`src/rtl/display_pkg.sv`:
```
// Shared types and default raster timing for the frame-buffer scan-out path.
package display_pkg;

  localparam int unsigned PIX_W  = 8;
  localparam int unsigned ADDR_W = 20;

  localparam int unsigned H_ACTIVE_DEF = 100;
  localparam int unsigned H_FP_DEF     = 4;
  localparam int unsigned H_SYNC_DEF   = 8;
  localparam int unsigned H_BP_DEF     = 4;
  localparam int unsigned V_ACTIVE_DEF = 100;
  localparam int unsigned V_FP_DEF     = 2;
  localparam int unsigned V_SYNC_DEF   = 2;
  localparam int unsigned V_BP_DEF     = 2;

  localparam int unsigned H_TOTAL = H_ACTIVE_DEF + H_FP_DEF + H_SYNC_DEF + H_BP_DEF;
  localparam int unsigned V_TOTAL = V_ACTIVE_DEF + V_FP_DEF + V_SYNC_DEF + V_BP_DEF;

  // Both syncs are active-low.
  localparam logic SYNC_ACTIVE = 1'b0;

  typedef struct packed {
    logic [PIX_W-1:0] r;
    logic [PIX_W-1:0] g;
    logic [PIX_W-1:0] b;
  } rgb_t;

  // Bar order: white, yellow, cyan, green, magenta, red, blue, black.
  function automatic rgb_t bar_colour(input logic [2:0] bar);
    logic [2:0] m;
    rgb_t       c;
    unique case (bar)
      3'd0:    m = 3'b111;
      3'd1:    m = 3'b110;
      3'd2:    m = 3'b011;
      3'd3:    m = 3'b010;
      3'd4:    m = 3'b101;
      3'd5:    m = 3'b100;
      3'd6:    m = 3'b001;
      default: m = 3'b000;
    endcase
    c.r = {PIX_W{m[2]}};
    c.g = {PIX_W{m[1]}};
    c.b = {PIX_W{m[0]}};
    return c;
  endfunction

endpackage

```
`src/rtl/scan_timing_gen.sv`:
```
// Raster counters: h/v position, active window, linear read address, raw syncs, frame end.
module scan_timing_gen
  import display_pkg::*;
#(
  parameter int unsigned H_ACTIVE = H_ACTIVE_DEF,
  parameter int unsigned H_FP     = H_FP_DEF,
  parameter int unsigned H_SYNC   = H_SYNC_DEF,
  parameter int unsigned H_BP     = H_BP_DEF,
  parameter int unsigned V_ACTIVE = V_ACTIVE_DEF,
  parameter int unsigned V_FP     = V_FP_DEF,
  parameter int unsigned V_SYNC   = V_SYNC_DEF,
  parameter int unsigned V_BP     = V_BP_DEF,
  parameter int unsigned ADDR_W   = display_pkg::ADDR_W,
  localparam int unsigned H_W     = $clog2(H_ACTIVE + H_FP + H_SYNC + H_BP)
) (
  input  logic              i_clk,
  input  logic              i_rst_n,
  input  logic              i_en,
  output logic              o_active,
  output logic              o_hsync,
  output logic              o_vsync,
  output logic              o_frame_end,
  output logic [H_W-1:0]    o_h,
  output logic [ADDR_W-1:0] o_addr
);

  localparam int unsigned HT  = H_ACTIVE + H_FP + H_SYNC + H_BP;
  localparam int unsigned VT  = V_ACTIVE + V_FP + V_SYNC + V_BP;
  localparam int unsigned V_W = $clog2(VT);

  localparam logic [H_W-1:0] H_LAST = H_W'(HT - 1);
  localparam logic [H_W-1:0] H_ACT  = H_W'(H_ACTIVE);
  localparam logic [H_W-1:0] HS_BEG = H_W'(H_ACTIVE + H_FP);
  localparam logic [H_W-1:0] HS_END = H_W'(H_ACTIVE + H_FP + H_SYNC);
  localparam logic [V_W-1:0] V_LAST = V_W'(VT - 1);
  localparam logic [V_W-1:0] V_ACT  = V_W'(V_ACTIVE);
  localparam logic [V_W-1:0] VS_BEG = V_W'(V_ACTIVE + V_FP);
  localparam logic [V_W-1:0] VS_END = V_W'(V_ACTIVE + V_FP + V_SYNC);

  logic [H_W-1:0]    r_h;
  logic [V_W-1:0]    r_v;
  logic [ADDR_W-1:0] r_addr;
  logic              w_h_last, w_v_last, w_active;

  assign w_h_last = (r_h == H_LAST);
  assign w_v_last = (r_v == V_LAST);
  // Counters sit at (0,0) while disabled, so that position is only counted once enabled.
  assign w_active = i_en && (r_h < H_ACT) && (r_v < V_ACT);

  always_ff @(posedge i_clk or negedge i_rst_n) begin
    if (!i_rst_n) begin
      r_h    <= '0;
      r_v    <= '0;
      r_addr <= '0;
    end else if (!i_en) begin
      r_h    <= '0;
      r_v    <= '0;
      r_addr <= '0;
    end else begin
      r_h <= w_h_last ? '0 : r_h + 1'b1;
      if (w_h_last) r_v <= w_v_last ? '0 : r_v + 1'b1;
      // Counting only active pixels yields v*H_ACTIVE+h without a multiplier.
      if (w_h_last && w_v_last) r_addr <= '0;
      else if (w_active)        r_addr <= r_addr + 1'b1;
    end
  end

  assign o_active    = w_active;
  assign o_h         = r_h;
  assign o_addr      = r_addr;
  assign o_frame_end = i_en && w_h_last && w_v_last;
  assign o_hsync     = (i_en && (r_h >= HS_BEG) && (r_h < HS_END)) ? SYNC_ACTIVE : ~SYNC_ACTIVE;
  assign o_vsync     = (i_en && (r_v >= VS_BEG) && (r_v < VS_END)) ? SYNC_ACTIVE : ~SYNC_ACTIVE;

endmodule

```
`src/rtl/display_scanout.sv`:
```
// Frame-buffer scan-out: read issue, 1-cycle read-latency alignment, ping-pong buffer select.
// Optional colour-bar generator enabled by SCANOUT_TESTPATTERN_EN (adds i_pattern_sel).
module display_scanout
  import display_pkg::*;
#(
  parameter int unsigned H_ACTIVE = H_ACTIVE_DEF,
  parameter int unsigned H_FP     = H_FP_DEF,
  parameter int unsigned H_SYNC   = H_SYNC_DEF,
  parameter int unsigned H_BP     = H_BP_DEF,
  parameter int unsigned V_ACTIVE = V_ACTIVE_DEF,
  parameter int unsigned V_FP     = V_FP_DEF,
  parameter int unsigned V_SYNC   = V_SYNC_DEF,
  parameter int unsigned V_BP     = V_BP_DEF,
  parameter int unsigned ADDR_W   = display_pkg::ADDR_W
) (
  input  logic              i_clk,
  input  logic              i_rst_n,
  input  logic              i_en,
  input  logic              i_swap_req,
`ifdef SCANOUT_TESTPATTERN_EN
  input  logic              i_pattern_sel,
`endif
  input  logic [PIX_W-1:0]  i_r,
  input  logic [PIX_W-1:0]  i_g,
  input  logic [PIX_W-1:0]  i_b,
  output logic              o_re,
  output logic [ADDR_W-1:0] o_addr,
  output logic              o_buf_sel,
  output logic              o_swap_ack,
  output logic              o_frame_done,
  output logic              o_hsync,
  output logic              o_vsync,
  output logic              o_de,
  output logic [PIX_W-1:0]  o_r,
  output logic [PIX_W-1:0]  o_g,
  output logic [PIX_W-1:0]  o_b
);

  localparam int unsigned H_W = $clog2(H_ACTIVE + H_FP + H_SYNC + H_BP);

  logic              w_active, w_hsync, w_vsync, w_frame_end, w_pat_sel, w_issue;
  logic [H_W-1:0]    w_h;
  logic [ADDR_W-1:0] w_addr;
  rgb_t              w_buf, w_pix;

  scan_timing_gen #(
    .H_ACTIVE (H_ACTIVE),
    .H_FP     (H_FP),
    .H_SYNC   (H_SYNC),
    .H_BP     (H_BP),
    .V_ACTIVE (V_ACTIVE),
    .V_FP     (V_FP),
    .V_SYNC   (V_SYNC),
    .V_BP     (V_BP),
    .ADDR_W   (ADDR_W)
  ) u_timing (
    .i_clk       (i_clk),
    .i_rst_n     (i_rst_n),
    .i_en        (i_en),
    .o_active    (w_active),
    .o_hsync     (w_hsync),
    .o_vsync     (w_vsync),
    .o_frame_end (w_frame_end),
    .o_h         (w_h),
    .o_addr      (w_addr)
  );

`ifdef SCANOUT_TESTPATTERN_EN
  assign w_pat_sel = i_pattern_sel;
`else
  assign w_pat_sel = 1'b0;
`endif

  // No buffer reads while the internal pattern replaces the picture.
  assign w_issue = w_active && !w_pat_sel;

  logic              r_re;
  logic [ADDR_W-1:0] r_addr;
  logic              r_de1, r_hs1, r_vs1, r_pat1;
  logic              r_de2, r_hs2, r_vs2, r_pat2;
  logic [H_W-1:0]    r_h1, r_h2;
  logic              r_de, r_hs, r_vs;
  rgb_t              r_rgb;
  logic              r_buf_sel, r_swap_ack, r_frame_done;

  assign w_buf = '{r: i_r, g: i_g, b: i_b};

`ifdef SCANOUT_TESTPATTERN_EN
  logic [2:0] w_bar;
  assign w_bar = 3'((32'(r_h2) * 32'd8) / H_ACTIVE);
  assign w_pix = r_pat2 ? bar_colour(w_bar) : w_buf;
`else
  logic w_unused_pipe;
  assign w_unused_pipe = ^{r_h2, r_pat2};
  assign w_pix         = w_buf;
`endif

  // Stage 1 issues the read; stage 2 waits for the buffer; stage 3 drives the pins.
  always_ff @(posedge i_clk or negedge i_rst_n) begin
    if (!i_rst_n) begin
      r_re   <= 1'b0;
      r_addr <= '0;
      r_de1  <= 1'b0;
      r_hs1  <= ~SYNC_ACTIVE;
      r_vs1  <= ~SYNC_ACTIVE;
      r_pat1 <= 1'b0;
      r_h1   <= '0;
      r_de2  <= 1'b0;
      r_hs2  <= ~SYNC_ACTIVE;
      r_vs2  <= ~SYNC_ACTIVE;
      r_pat2 <= 1'b0;
      r_h2   <= '0;
      r_de   <= 1'b0;
      r_hs   <= ~SYNC_ACTIVE;
      r_vs   <= ~SYNC_ACTIVE;
      r_rgb  <= '0;
    end else begin
      r_re <= w_issue;
      if (w_issue) r_addr <= w_addr;
      r_de1  <= w_active;
      r_hs1  <= w_hsync;
      r_vs1  <= w_vsync;
      r_pat1 <= w_pat_sel;
      r_h1   <= w_h;
      r_de2  <= r_de1;
      r_hs2  <= r_hs1;
      r_vs2  <= r_vs1;
      r_pat2 <= r_pat1;
      r_h2   <= r_h1;
      r_de   <= r_de2;
      r_hs   <= r_hs2;
      r_vs   <= r_vs2;
      r_rgb  <= r_de2 ? w_pix : '0;
    end
  end

  // Buffer selection may only change on the last counter position of a frame.
  always_ff @(posedge i_clk or negedge i_rst_n) begin
    if (!i_rst_n) begin
      r_buf_sel    <= 1'b0;
      r_swap_ack   <= 1'b0;
      r_frame_done <= 1'b0;
    end else begin
      r_frame_done <= w_frame_end;
      r_swap_ack   <= w_frame_end && i_swap_req;
      if (w_frame_end && i_swap_req) r_buf_sel <= ~r_buf_sel;
    end
  end

  assign o_re         = r_re;
  assign o_addr       = r_addr;
  assign o_de         = r_de;
  assign o_hsync      = r_hs;
  assign o_vsync      = r_vs;
  assign o_r          = r_rgb.r;
  assign o_g          = r_rgb.g;
  assign o_b          = r_rgb.b;
  assign o_buf_sel    = r_buf_sel;
  assign o_swap_ack   = r_swap_ack;
  assign o_frame_done = r_frame_done;

endmodule

```
`config.mk`:
```
export PLATFORM = sky130hd
export DESIGN_NAME = display_scanout
export DESIGN_NICKNAME = d
export VERILOG_FILES = /design/src/rtl/display_pkg.sv /design/src/rtl/scan_timing_gen.sv /design/src/rtl/display_scanout.sv
export SDC_FILE = /design/constraint.sdc
export NUM_CORES = 1
export LEC_CHECK = 0
export CAP_MARGIN = 20
export CORE_UTILIZATION = 50
export CTS_CLUSTER_DIAMETER = 100
export CTS_CLUSTER_SIZE = 16
export DETAILED_ROUTE_END_ITERATION = 6
export DONT_BUFFER_PORTS = 1
export SYNTH_ARGS = -nofsm -noshare
export SYNTH_HDL_FRONTEND = slang
export SYNTH_SLANG_ARGS = --single-unit
export TNS_END_PERCENT = 1
```
`constraint.sdc`:
```
create_clock -name i_clk -period 2.64 [get_ports i_clk]
set_clock_uncertainty 0.2 [all_clocks]
set_input_delay 0.528 -clock i_clk [delete_from_list [all_inputs] [get_ports i_clk]]
set_output_delay 0.528 -clock i_clk [all_outputs]
set_load 0.1 [all_outputs]
```
==> summary.md, run 1 <==
| Metric | Value |
|---|---|
| Final GP Congestion | `0.815` |
| Synth cell count leaders | `84 x dfrtp_1, 30 x and2_1, 23 x a21oi_1` |
| Area of the mapped netlist | `0.00372 mm²` |
| Worst Hold Class | `in -> async` |
| Wire length per cell | `14.6 µm` |
| Internal power | `1.90 mW` |
| Register share of total power | `0.556` |
| Nets@finish | `372` |
| Seq cells post-synth | `90` |
| CTS sink cnt | `90` |
| Vias | `2382` |
| Yosys Warn Count | `0` |
| Leak Pwr | `1.94 nW` |
| Worst Setup Path Type | `reg -> reg` |
| Fin. max-slew vios | `0` |
| Fraction of registers with async set/reset | `1.00` |
| Max Freq | `0.437 GHz` |
| Max incr delay on CP | `0.59 ns` |
| TritonRoute pass-1 iters | `4` |
| Slowest-stage cell, CP | `or4_1` |
| IR Drop Worst-Case VDD | `254 µV` |
| # diodes | `0` |
| CTS tree | `done` |
| CTS root buf | `clkbuf_8` |
| Tot GR Track Use | `0.178` |
| Failing checks | `hold timing` |
| Worst Tran Pin Value | `0.915 ns` |
| DR vias/cell | `5.36` |
| Vias in the first global route | `2189` |
| Drt initial violations | `107` |
| Avg Cell Area, Syn | `12.2 µm²` |
| Total gr overflow | `0` |
| DIE WIDTH | `88.3 µm` |
| Crit path DAT | `2.36 ns` |
| Fin crit share | `0.866` |
| Row cnt | `31` |
| Initial antenna violation count | `0` |
| Setup Buffers After CTS | `0` |
| Core area | `0.00721 mm²` |
| Sw frac | `0.273` |
| Area leader, netlist | `dfrtp_1` |
| WHS | `-0.336 ns` |
| Layout area overhead | `14.0%` |
| Comb pwr share | `0.095` |
| Port Buf Inserts | `0` |
| Layout cell share with drive strength beyond 1 | `0.188` |
| Final Core Density | `0.588` |
| TNS Setup | `0 ns` |
| I/O pin count | `79` |
| Largest net degree at the start of global routing | `91` |
| Post-synth top area share | `0.565` |
| Syn Nets | `338` |
| DP HPWL | `4.44 mm` |
| Final setup fails | `0` |
| Status | `finished with violations` |
| Top_reg_cell synth | `dfrtp_1` |
| EDFF count, synth | `0` |
| Die area | `0.00779 mm²` |
| Final wirelength | `6.49 mm` |
| Critical Path Fanout Max | `27` |
| Period minus WS final | `2.29 ns` |
| Max H-tree Level | `3` |
| Initial Utilization | `0.516` |
| Maximum capacitance violations | `0` |
| DRC Markers | `0` |
| WP data required | `2.71 ns` |
| Netlist cell types | `42` |
| Clock tree buffer depth | `2` |
| Startpoint Class | `flip-flop` |
| DRT antenna net count | `0` |
| Clock-pin slew on the worst setup and hold paths | `0.09 ns` |
| Post-Syn Instances | `306` |
| Final hold violations | `90` |
| Critical Path, Cell by Cell | `o311ai_4 > nand4_4 > or4_1 > a21oi_1` |
| FF-to-FF setup slack | `0.35 ns` |
| Die Y | `88.3 µm` |
| Clock share of power | `0.349` |
| Power Density | `618 mW/mm²` |
| Unrepaired setup endpoints after global routing | `false` |
| Most frequent cell after synthesis | `dfrtp_1` |
| First-pass GRT wire length | `10.6 mm` |
| Critical Path Sink Type | `flip-flop` |
| Ranking of synthesized cells by area | `dfrtp_1 56%, and2_1 5.0%, mux2_1 4.5%, dfstp_2 4.2%, a21oi_1 3.1%` |
| Register area share after synthesis | `0.607` |
| # resized after CTS | `0` |
| Psw | `0.716 mW` |
| Max_slew headroom | `0.390` |
| Clock Latency Late Sink | `0.34 ns` |
| CTS Buf Count | `9` |
[cell usage in the layout, fill, tap and decap left out, types with 5 or more instances in the layout]
master    instances
and2_1           30
inv_1             5
xor2_1            5
mux2_1           15
o21ai_0           5
nor2_1           13
or4_1             8
nand2_1          16
a21oi_1          23
dfstp_2           6
o21ai_1           7
clkbuf_8          9
nand4_1           6
dfrtp_1          84
or3_1            10
o31ai_1           8
nand3_1          12
buf_4            36
[power groups by stage]
stage          sequential (mW)  clock [mW]  combinational (mW)
3_5_place_dp              1.48           0               0.251
4_1_cts                   1.46       0.946               0.252
5_1_grt                   1.46        1.00               0.261
6_report                  1.46       0.914               0.250
3_3_place_gp              1.49           0               0.250
2_1_floorplan             1.63           0              0.0562
[final timing paths]
path                       cells after the start                        start                         endpoint
setup / recovery                               4  u_timing.r_v[2]$_DFFE_PN0P_  u_timing.o_addr[17]$_DFFE_PN0P_
min in group i_clk                             1                         i_en                  r_hs1$_DFF_PN1_
max in group asynchronous                      0                      i_rst_n                  r_vs2$_DFF_PN1_
setup reg to reg                               4  u_timing.r_v[2]$_DFFE_PN0P_  u_timing.o_addr[17]$_DFFE_PN0P_
hold / removal                                 0                      i_rst_n                 o_r[3]$_DFF_PN0_
hold reg to reg                                0              r_hs2$_DFF_PN1_                o_hsync$_DFF_PN1_
[cell families (layout without fill, tap and decap cells)]
| logic type | count (synthesis) | count (layout) | synth area share |
|---|---|---|---|
| AOI/OAI and AO/OA | 50 | 50 | 0.0881 |
| xor gates and xnor gates | 9 | 9 | 0.0212 |
| adders and majority gates | 4 | 4 | 0.0135 |
| buffers and inverters | 19 | 58 | 0.0249 |
| DFF | 90 | 90 | 0.607 |
| muxes | 21 | 21 | 0.0625 |
| and+or+nand+nor | 113 | 113 | 0.183 |
[critical path, delay by kind of cell, from the launching register on]
family	cells	cell delay, ns
AND/OR/NAND/NOR	2	0.94
AO/OA/AOI/OAI	2	0.58
flip-flops	1	0.49
[metal layers]
| layer | part of all wire | GRT usage | wire length (µm) |
|---|---|---|---|
| met1 | 0.44 | 0.241 | 2880 |
| met2 | 0.45 | 0.271 | 2900 |
| met3 | 0.095 | 0.0476 | 614 |
| met4 | 0.013 | 0.0792 | 86 |
| met5 | 0 | 0 | 0 |
[registers in the layout (all words and copies together), names as in the netlist]
register	count
o_buf_sel	1
o_r	8
r_de2	1
o_frame_done	1
o_vsync	1
o_swap_ack	1
r_vs2	1
u_timing.o_addr	20
r_hs1	1
u_timing.r_v	7
o_b	8
o_addr	20
o_hsync	1
r_hs2	1
r_vs1	1
o_g	8
u_timing.o_h	7
r_de1	1
o_de	1
[per-stage QoR]
stage          power (mW)  hold WS (ns)  instances  instance area (µm²)  worst slack [ns]
6_report             2.62        -0.336        444                 4240             0.353
5_1_grt              2.73        -0.367        444                 4240             0.198
4_1_cts              2.66        -0.359        444                 4240             0.352
3_5_place_dp         1.74        0.0341        428                 4050             0.368
3_3_place_gp         1.74        0.0342        428                 4050             0.433
2_1_floorplan        1.69        0.0324        306                 3720             0.688
[area by class of cell]
| class | instances | area, µm² |
|---|---|---|
| Fill cell | 610 | 2970 |
| Sequential cell | 90 | 2260 |
| Multi-Input combinational cell | 197 | 1370 |
| Timing Repair Buffer | 36 | 270 |
| Clock buffer | 10 | 128 |
| Tap cell | 99 | 124 |
| Clock inverter | 6 | 68.8 |
| Inverter | 6 | 22.5 |
Power figures use the tool's default switching activity.
==> run 2: changes to the inputs <==
--- a/config.mk
+++ b/config.mk
@@ -6,11 +6,12 @@
 export NUM_CORES = 1
 export LEC_CHECK = 0
 export CAP_MARGIN = 20
-export CORE_UTILIZATION = 50
+export CORE_UTILIZATION = 46
 export CTS_CLUSTER_DIAMETER = 100
 export CTS_CLUSTER_SIZE = 16
 export DETAILED_ROUTE_END_ITERATION = 6
 export DONT_BUFFER_PORTS = 1
+export SKIP_LAST_GASP = 1
 export SYNTH_ARGS = -nofsm -noshare
 export SYNTH_HDL_FRONTEND = slang
 export SYNTH_SLANG_ARGS = --single-unit
==> run 2 against run 1 <==
Effect of this change:
- the run still ends with hold timing left
- worst setup slack gained 0.0057 ns
- cell count grew 0.68%
- worst hold slack worse by 0.011 ns
- global-route usage is 1.0 points lower
- flip-flop and latch count unchanged
- non-clock buffer count is the same
- via count decreased by 0.21%
- maximum frequency grew 0.25%
- die area increased by 8.5%
- critical path depth unchanged
- critical path type unchanged
- largest power group unchanged
- highest routed layer unchanged
==> summary.md, run 2 (synthesized netlist as in run 1, its figures left out) <==
| Metric | Value |
|---|---|
| Total gr overflow | `0 (unchanged)` |
| DR vias/cell | `5.32 (-0.88%)` |
| Leak Pwr | `1.93 nW (-0.52%)` |
| Final wirelength | `6.68 mm (+2.9%)` |
| WHS | `-0.347 ns (-0.0105 ns)` |
| DP HPWL | `4.52 mm (+1.7%)` |
| Largest net degree at the start of global routing | `91 (unchanged)` |
| M2 GR Usage | `0.248 (-0.0232)` |
| Max_slew headroom | `0.388 (-0.00224)` |
| Placement Setup Slack | `0.388 ns (+0.0205 ns)` |
| Period minus WS final | `2.28 ns (-0.00570 ns)` |
| Startpoint Class | `flip-flop` |
| Final GP Congestion | `0.853 (+4.7%)` |
| Crit path buf inv count | `0 (unchanged)` |
| Critical Path Fanout Max | `27 (unchanged)` |
| CTS Buf Count | `9 (unchanged)` |
| Max H-tree Level | `3 (unchanged)` |
| DRC Markers | `0 (unchanged)` |
| Setup Buffers After CTS | `0 (unchanged)` |
| Nets@finish | `372 (unchanged)` |
| Drt initial violations | `118 (+10%)` |
| CTS sink cnt | `90 (unchanged)` |
| CTS tree | `done` |
| Final setup fails | `0 (unchanged)` |
| DIE WIDTH | `91.9 µm (+4.2%)` |
| Crit-path leading delay family | `simple AND/OR/NAND/NOR gates` |
| First-pass GRT wire length | `11.1 mm (+5.0%)` |
| Die Y | `91.9 µm (+4.2%)` |
| GR peak layer | `met2` |
| Unrepaired setup endpoints after global routing | `false` |
| I/O pin count | `79 (unchanged)` |
| Fin. max-slew vios | `0 (unchanged)` |
| Worst Slack Setup Final | `0.359 ns (+0.00570 ns)` |
| # diodes | `0 (unchanged)` |
| Number of fill cells | `683 (+12%)` |
| Crit path DAT | `2.36 ns (about the same)` |
| Die area | `0.00845 mm² (+8.5%)` |
| Critical Path, Cell by Cell | `o311ai_4 > nand4_4 > or4_1 > a21oi_1` |
| Worst Setup Path Type | `reg -> reg` |
| WP data required | `2.72 ns (about the same)` |
| Met1 usage | `0.230 (-0.0113)` |
| Critical Path Sink Type | `flip-flop` |
| Most frequent cells in the layout | `84 x dfrtp_1, 36 x buf_4, 30 x and2_1` |
| Status | `finished with violations` |
| Clock Latency Late Sink | `0.35 ns (about the same)` |
| Vias in the first global route | `2314 (+5.7%)` |
| IR Drop Worst-Case VDD | `250 µV (-1.4%)` |
| Worst Tran Pin Value | `0.918 ns (+0.00336 ns)` |
| Max Freq | `0.438 GHz (+0.25%)` |
| Maximum capacitance violations | `0 (unchanged)` |
| Commonest non-fill, non-tap cell in the layout | `dfrtp_1` |
| Slowest-stage cell, CP | `or4_1` |
| Post-route design area | `0.00422 mm² (-0.41%)` |
| # resized after CTS | `0 (unchanged)` |
| Total power | `2.55 mW (-2.7%)` |
| Multi-input gate area | `0.00137 mm² (unchanged)` |
| TNS Setup | `0 ns (unchanged)` |
| Worst Hold Class | `in -> async` |
| DRT antenna net count | `0 (unchanged)` |
| Layout area overhead | `13.5%` |
| Row cnt | `32 (+3.2%)` |
| Failing checks | `hold timing` |
| Fin crit share | `0.864 (-0.00216)` |
| Total area of sequential cells | `0.00226 mm² (unchanged)` |
| FF-to-FF setup slack | `0.36 ns (about the same)` |
| TritonRoute pass-1 iters | `4 (unchanged)` |
| Clock tree buffer depth | `2 (unchanged)` |
| Port Buf Inserts | `0 (unchanged)` |
| Initial antenna violation count | `0 (unchanged)` |
| Core area | `0.00777 mm² (+7.7%)` |
| M3 GR Usage | `0.0456 (-0.00197)` |
| Clock-pin slew on the worst setup and hold paths | `0.09 ns (about the same)` |
| CTS root buf | `clkbuf_8` |
| Vias | `2377 (-0.21%)` |
| Tot GR Track Use | `0.168 (-0.0104)` |
| Power Density | `604 mW/mm² (-2.3%)` |
| Wire length per cell | `14.9 µm (+2.2%)` |
| Initial Utilization | `0.479 (-0.0367)` |
| Max incr delay on CP | `0.59 ns (about the same)` |
| Final hold violations | `90 (unchanged)` |
| Placed instance area | `0.00405 mm² (about the same)` |
| Layout cell share with drive strength beyond 1 | `0.191 (+0.00290)` |
run 2: cell count changes in the layout (fill, tap and decap cells not counted):
cell | previous run | this run
clkinvlp_4 | 1 | 2
clkbuf_1 | 1 | 0
clkinv_4 | 3 | 0
bufinv_16 | 1 | 0
clkinv_2 | 1 | 2
inv_6 | 0 | 3
run 2: metrics by stage:
step                       util  cells  hold slack (ns)
after floorplan               -    306           0.0324
after global placement    0.521    431           0.0340
after detailed placement  0.521    431           0.0341
after CTS                 0.544    447           -0.364
after global routing      0.544    447           -0.368
final                     0.544    447           -0.347
run 2: path summary, 6_finish.rpt:
kind	from	end	cells past startpoint
setup / recovery	u_timing.r_v[2]$_DFFE_PN0P_	u_timing.o_addr[17]$_DFFE_PN0P_	4
hold / removal	i_rst_n	o_g[2]$_DFF_PN0_	0
setup reg to reg	u_timing.r_v[2]$_DFFE_PN0P_	u_timing.o_addr[17]$_DFFE_PN0P_	4
hold reg to reg	r_hs2$_DFF_PN1_	o_hsync$_DFF_PN1_	0
max in group asynchronous	i_rst_n	r_hs2$_DFF_PN1_	0
min in group i_clk	i_en	r_hs1$_DFF_PN1_	1
run 2: report_power, final:
part	leakage, nW	total (mW)	internal [mW]	switching, mW
combinational	0.640	0.251	0.0547	0.196
sequential	1.20	1.46	1.41	0.0488
clock	0.0864	0.843	0.348	0.495
total	1.93	2.55	1.81	0.739
run 2: routing by layer:
layer  part of all wire  wire (µm)  vias to the layer above
met3              0.072        483                       10
li1                   -          -                     1154
met2               0.42       2830                       82
met1               0.49       3250                     1131
met4              0.018        119                        0
met5                  0          0                        -
run 2: layout make-up:
type	instances	area share
sequential	90	0.535
inverter	6	0.00533
clock buffer	9	0.0293
tap	102	0.0302
clock inverter	7	0.0121
timing repair buffer	36	0.0640
multi-input combinational	197	0.324
==> run 3: changes to the inputs <==
--- a/config.mk
+++ b/config.mk
@@ -11,8 +11,10 @@
 export CTS_CLUSTER_SIZE = 16
 export DETAILED_ROUTE_END_ITERATION = 6
 export DONT_BUFFER_PORTS = 1
+export HOLD_SLACK_MARGIN = 0.1
 export SKIP_LAST_GASP = 1
 export SYNTH_ARGS = -nofsm -noshare
 export SYNTH_HDL_FRONTEND = slang
+export SYNTH_HIERARCHICAL = 1
 export SYNTH_SLANG_ARGS = --single-unit
 export TNS_END_PERCENT = 1
==> run 3 against run 2 <==
Effect of this change:
- the run still ends with hold timing left
- core utilization up 4.3 points
- worst setup slack better by 0.084 ns
- routed wire length increased by 8.3%
- clock-buffer cell count is 3 higher
- synthesized cell count shrank 3.6%
- via count rose by 5.5%
- combinational power increased by 28%
- die area grew 2.9%
- sequential power up 3%
- critical path depth did not move
- critical path type unchanged
==> summary.md, run 3 <==
| Metric | Value |
|---|---|
| Status | `finished with violations` |
| Failing checks | `hold timing` |
| Maximum capacitance violations | `0 (unchanged)` |
| Initial Utilization | `0.486 (+0.00682)` |
| Post-synth top area share | `0.548 (-0.0164)` |
| Port Buf Inserts | `0 (unchanged)` |
| Seq cells post-synth | `90 (unchanged)` |
| Clock-pin slew on the worst setup and hold paths | `0.08 ns (about the same)` |
| Placed instance area | `0.00415 mm² (+2.4%)` |
| TNS Setup | `0 ns (unchanged)` |
| Vias in the first global route | `2399 (+3.7%)` |
| Fin crit share | `0.832 (-0.0317)` |
| CTS Buf Count | `9 (unchanged)` |
| Nets@finish | `385 (+3.5%)` |
| Post-Syn Instances | `295 (-3.6%)` |
| Unrepaired setup endpoints after global routing | `false` |
| FF-to-FF setup slack | `0.44 ns (+0.08 ns)` |
| DRC Markers | `0 (unchanged)` |
| Number of fill cells | `618 (-9.5%)` |
| Leak Pwr | `2.11 nW (+9.6%)` |
| Final GP Congestion | `0.733 (-14%)` |
| Max Freq | `0.455 GHz (+3.8%)` |
| Max incr delay on CP | `0.59 ns (about the same)` |
| Total area of sequential cells | `0.00226 mm² (unchanged)` |
| Startpoint Class | `flip-flop` |
| Most frequent cell after synthesis | `dfrtp_1` |
| Avg Cell Area, Syn | `13.0 µm² (+6.8%)` |
| Setup Buffers After CTS | `0 (unchanged)` |
| Die Y | `93.3 µm (+1.5%)` |
| R2R Path Start | `u_timing/r_v[2]$_DFFE_PN0P_` |
| Most frequent cells in the layout | `84 x dfrtp_1, 31 x buf_4, 28 x and2_1` |
| Worst Setup Path Type | `reg -> reg` |
| Critical Path Sink Type | `flip-flop` |
| Crit path DAT | `2.27 ns (-0.09 ns)` |
| Multi-input gate area | `0.00149 mm² (+8.8%)` |
| Placed cells | `419 (-2.8%)` |
| Critical Path Start | `u_timing/r_v[2]$_DFFE_PN0P_` |
| Max H-tree Level | `3 (unchanged)` |
| TritonRoute pass-1 iters | `5 (+1)` |
| Reg2reg path depth | `4 (unchanged)` |
| RR Endpoint | `u_timing/o_addr[10]$_DFFE_PN0P_` |
| CTS root buf | `clkbuf_8` |
| Slowest-stage cell, CP | `or4_1` |
| # diodes | `0 (unchanged)` |
| DR vias/cell | `5.45 (+2.5%)` |
| Largest net degree at the start of global routing | `91 (unchanged)` |
| First-pass GRT wire length | `11.8 mm (+6.8%)` |
| Vias | `2507 (+5.5%)` |
| I/O pin count | `79 (unchanged)` |
| EDFF count, synth | `0 (unchanged)` |
| Clock tree buffer depth | `2 (unchanged)` |
| Tot GR Track Use | `0.176 (+0.00806)` |
| Area of the mapped netlist | `0.00383 mm² (+3.0%)` |
| Crit-path leading delay family | `simple AND/OR/NAND/NOR gates` |
| Die area | `0.00870 mm² (+2.9%)` |
| Total gr overflow | `0 (unchanged)` |
| Commonest non-fill, non-tap cell in the layout | `dfrtp_1` |
| Crit path buf inv count | `0 (unchanged)` |
| Drt initial violations | `152 (+29%)` |
| DP HPWL | `4.47 mm (-1.2%)` |
| Critical Path Fanout Max | `33 (+22%)` |
| Final wirelength | `7.23 mm (+8.3%)` |
| Post-route design area | `0.00463 mm² (+9.5%)` |
| WP data required | `2.71 ns (about the same)` |
| Top_reg_cell synth | `dfrtp_1` |
| Worst Tran Pin Value | `0.938 ns (+0.0199 ns)` |
| IR Drop Worst-Case VDD | `336 µV (+34%)` |
| Critical path depth | `4 (unchanged)` |
| Syn Nets | `327 (-3.3%)` |
| Yosys Warn Count | `6 (+6)` |
| CTS sink cnt | `90 (unchanged)` |
| Ranking of synthesized cells by area | `dfrtp_1 55%, mux2_4 7.8%, and2_1 4.6%, dfstp_2 4.1%, o31ai_1 2.5%` |
| Synth cell count leaders | `84 x dfrtp_1, 28 x and2_1, 20 x mux2_4` |
| Final setup fails | `0 (unchanged)` |
| Worst Hold Class | `in -> async` |
| Final hold violations | `90 (unchanged)` |
| WHS | `-0.340 ns (+0.00682 ns)` |
| CTS tree | `done` |
| Critical Path, Cell by Cell | `o311ai_4 > nand3_4 > or4_1 > a21oi_1` |
| DRT antenna net count | `0 (unchanged)` |
| Register area share after synthesis | `0.590 (-0.0176)` |
| Layout area overhead | `20.7%` |
| Wire length per cell | `15.7 µm (+5.3%)` |
| Core area | `0.00789 mm² (+1.5%)` |
| Power Density | `621 mW/mm² (+2.9%)` |
| Clock Latency Late Sink | `0.35 ns (about the same)` |
| Fraction of registers with async set/reset | `1.00 (unchanged)` |
| Non-Filler Instances | `460 (+2.9%)` |
| Netlist cell types | `46 (+9.5%)` |
| Max_slew headroom | `0.375 (-0.0133)` |
| DIE WIDTH | `93.3 µm (+1.5%)` |
| Layout cell share with drive strength beyond 1 | `0.251 (+0.0601)` |
| Period minus WS final | `2.20 ns (-0.0836 ns)` |
| Fin. max-slew vios | `0 (unchanged)` |
| Area leader, netlist | `dfrtp_1` |
| Row cnt | `32 (unchanged)` |
| Initial antenna violation count | `0 (unchanged)` |
## run 3: changes by cell type in the layout (fill, tap and decap cells not counted), moves of 11 or more
cell	change
mux2_4	+20
mux2_1	-15
a21oi_1	-11
dlygate4sd3_1	+25
## run 3: cell families (layout without fill, tap and decap cells)
logic type,count (synthesis),count (layout),synth area share
adders and majority gates,4,4,0.0131
buffers and inverters,15,78,0.0219
xor gates and xnor gates,6,6,0.0137
AOI/OAI and AO/OA,50,50,0.101
muxes,24,24,0.0891
DFF,90,90,0.590
and+or+nand+nor,106,106,0.172
## run 3: power breakdown
part	internal [mW]	switching (mW)	total [mW]
combinational	0.101	0.221	0.322
sequential	1.42	0.0968	1.51
clock	0.585	0.454	1.04
total	2.10	0.772	2.88
## run 3: repair_timing
action | CTS | global route
hold buffers | 24 | 1
resized for setup | 0 | 0
hold endpoints to repair | 114 | 91
## run 3: per-layer routing
layer / vias up / routed length, µm / global-route usage
met5: - / 0 / 0
met4: 0 / 87 / 0.0846
met3: 7 / 465 / 0.0390
met2: 79 / 3190 / 0.257
met1: 1220 / 3490 / 0.248
li1: 1201 / - / -
## run 3: worst register-to-register path: stages, from the launching register on
cell	delay [ns]
dfrtp_1	0.47
o311ai_4	0.37
nand3_4	0.33
or4_1	0.59
a21oi_1	0.17
## run 3: per-stage QoR
step / setup WS [ns] / power, mW / util
3_5_place_dp: 0.459 / 1.83 / 0.526
3_3_place_gp: 0.534 / 1.83 / 0.526
4_1_cts: 0.454 / 2.92 / 0.585
6_report: 0.443 / 2.88 / 0.587
5_1_grt: 0.317 / 2.99 / 0.587
2_1_floorplan: 0.625 / 1.78 / -
## run 3: how the worst max path moves through the flow
stage                                      endpoint  slack [ns]
floorplan                     o_addr[0]$_DFFE_PN0P_        0.63
global placement              o_addr[3]$_DFFE_PN0P_        0.53
detailed placement  u_timing/o_addr[16]$_DFFE_PN0P_        0.46
CTS                 u_timing/o_addr[10]$_DFFE_PN0P_        0.45
global route        u_timing/o_addr[10]$_DFFE_PN0P_        0.32
finish              u_timing/o_addr[10]$_DFFE_PN0P_        0.44
## run 3: area by class of cell
type / instances / area share
Multi-Input combinational cell: 190 / 0.322
Tap cell: 102 / 0.0276
Timing Repair Buffer: 57 / 0.109
Clock buffer: 12 / 0.0335
Inverter: 5 / 0.00406
Sequential cell: 90 / 0.488
Clock inverter: 4 / 0.0160
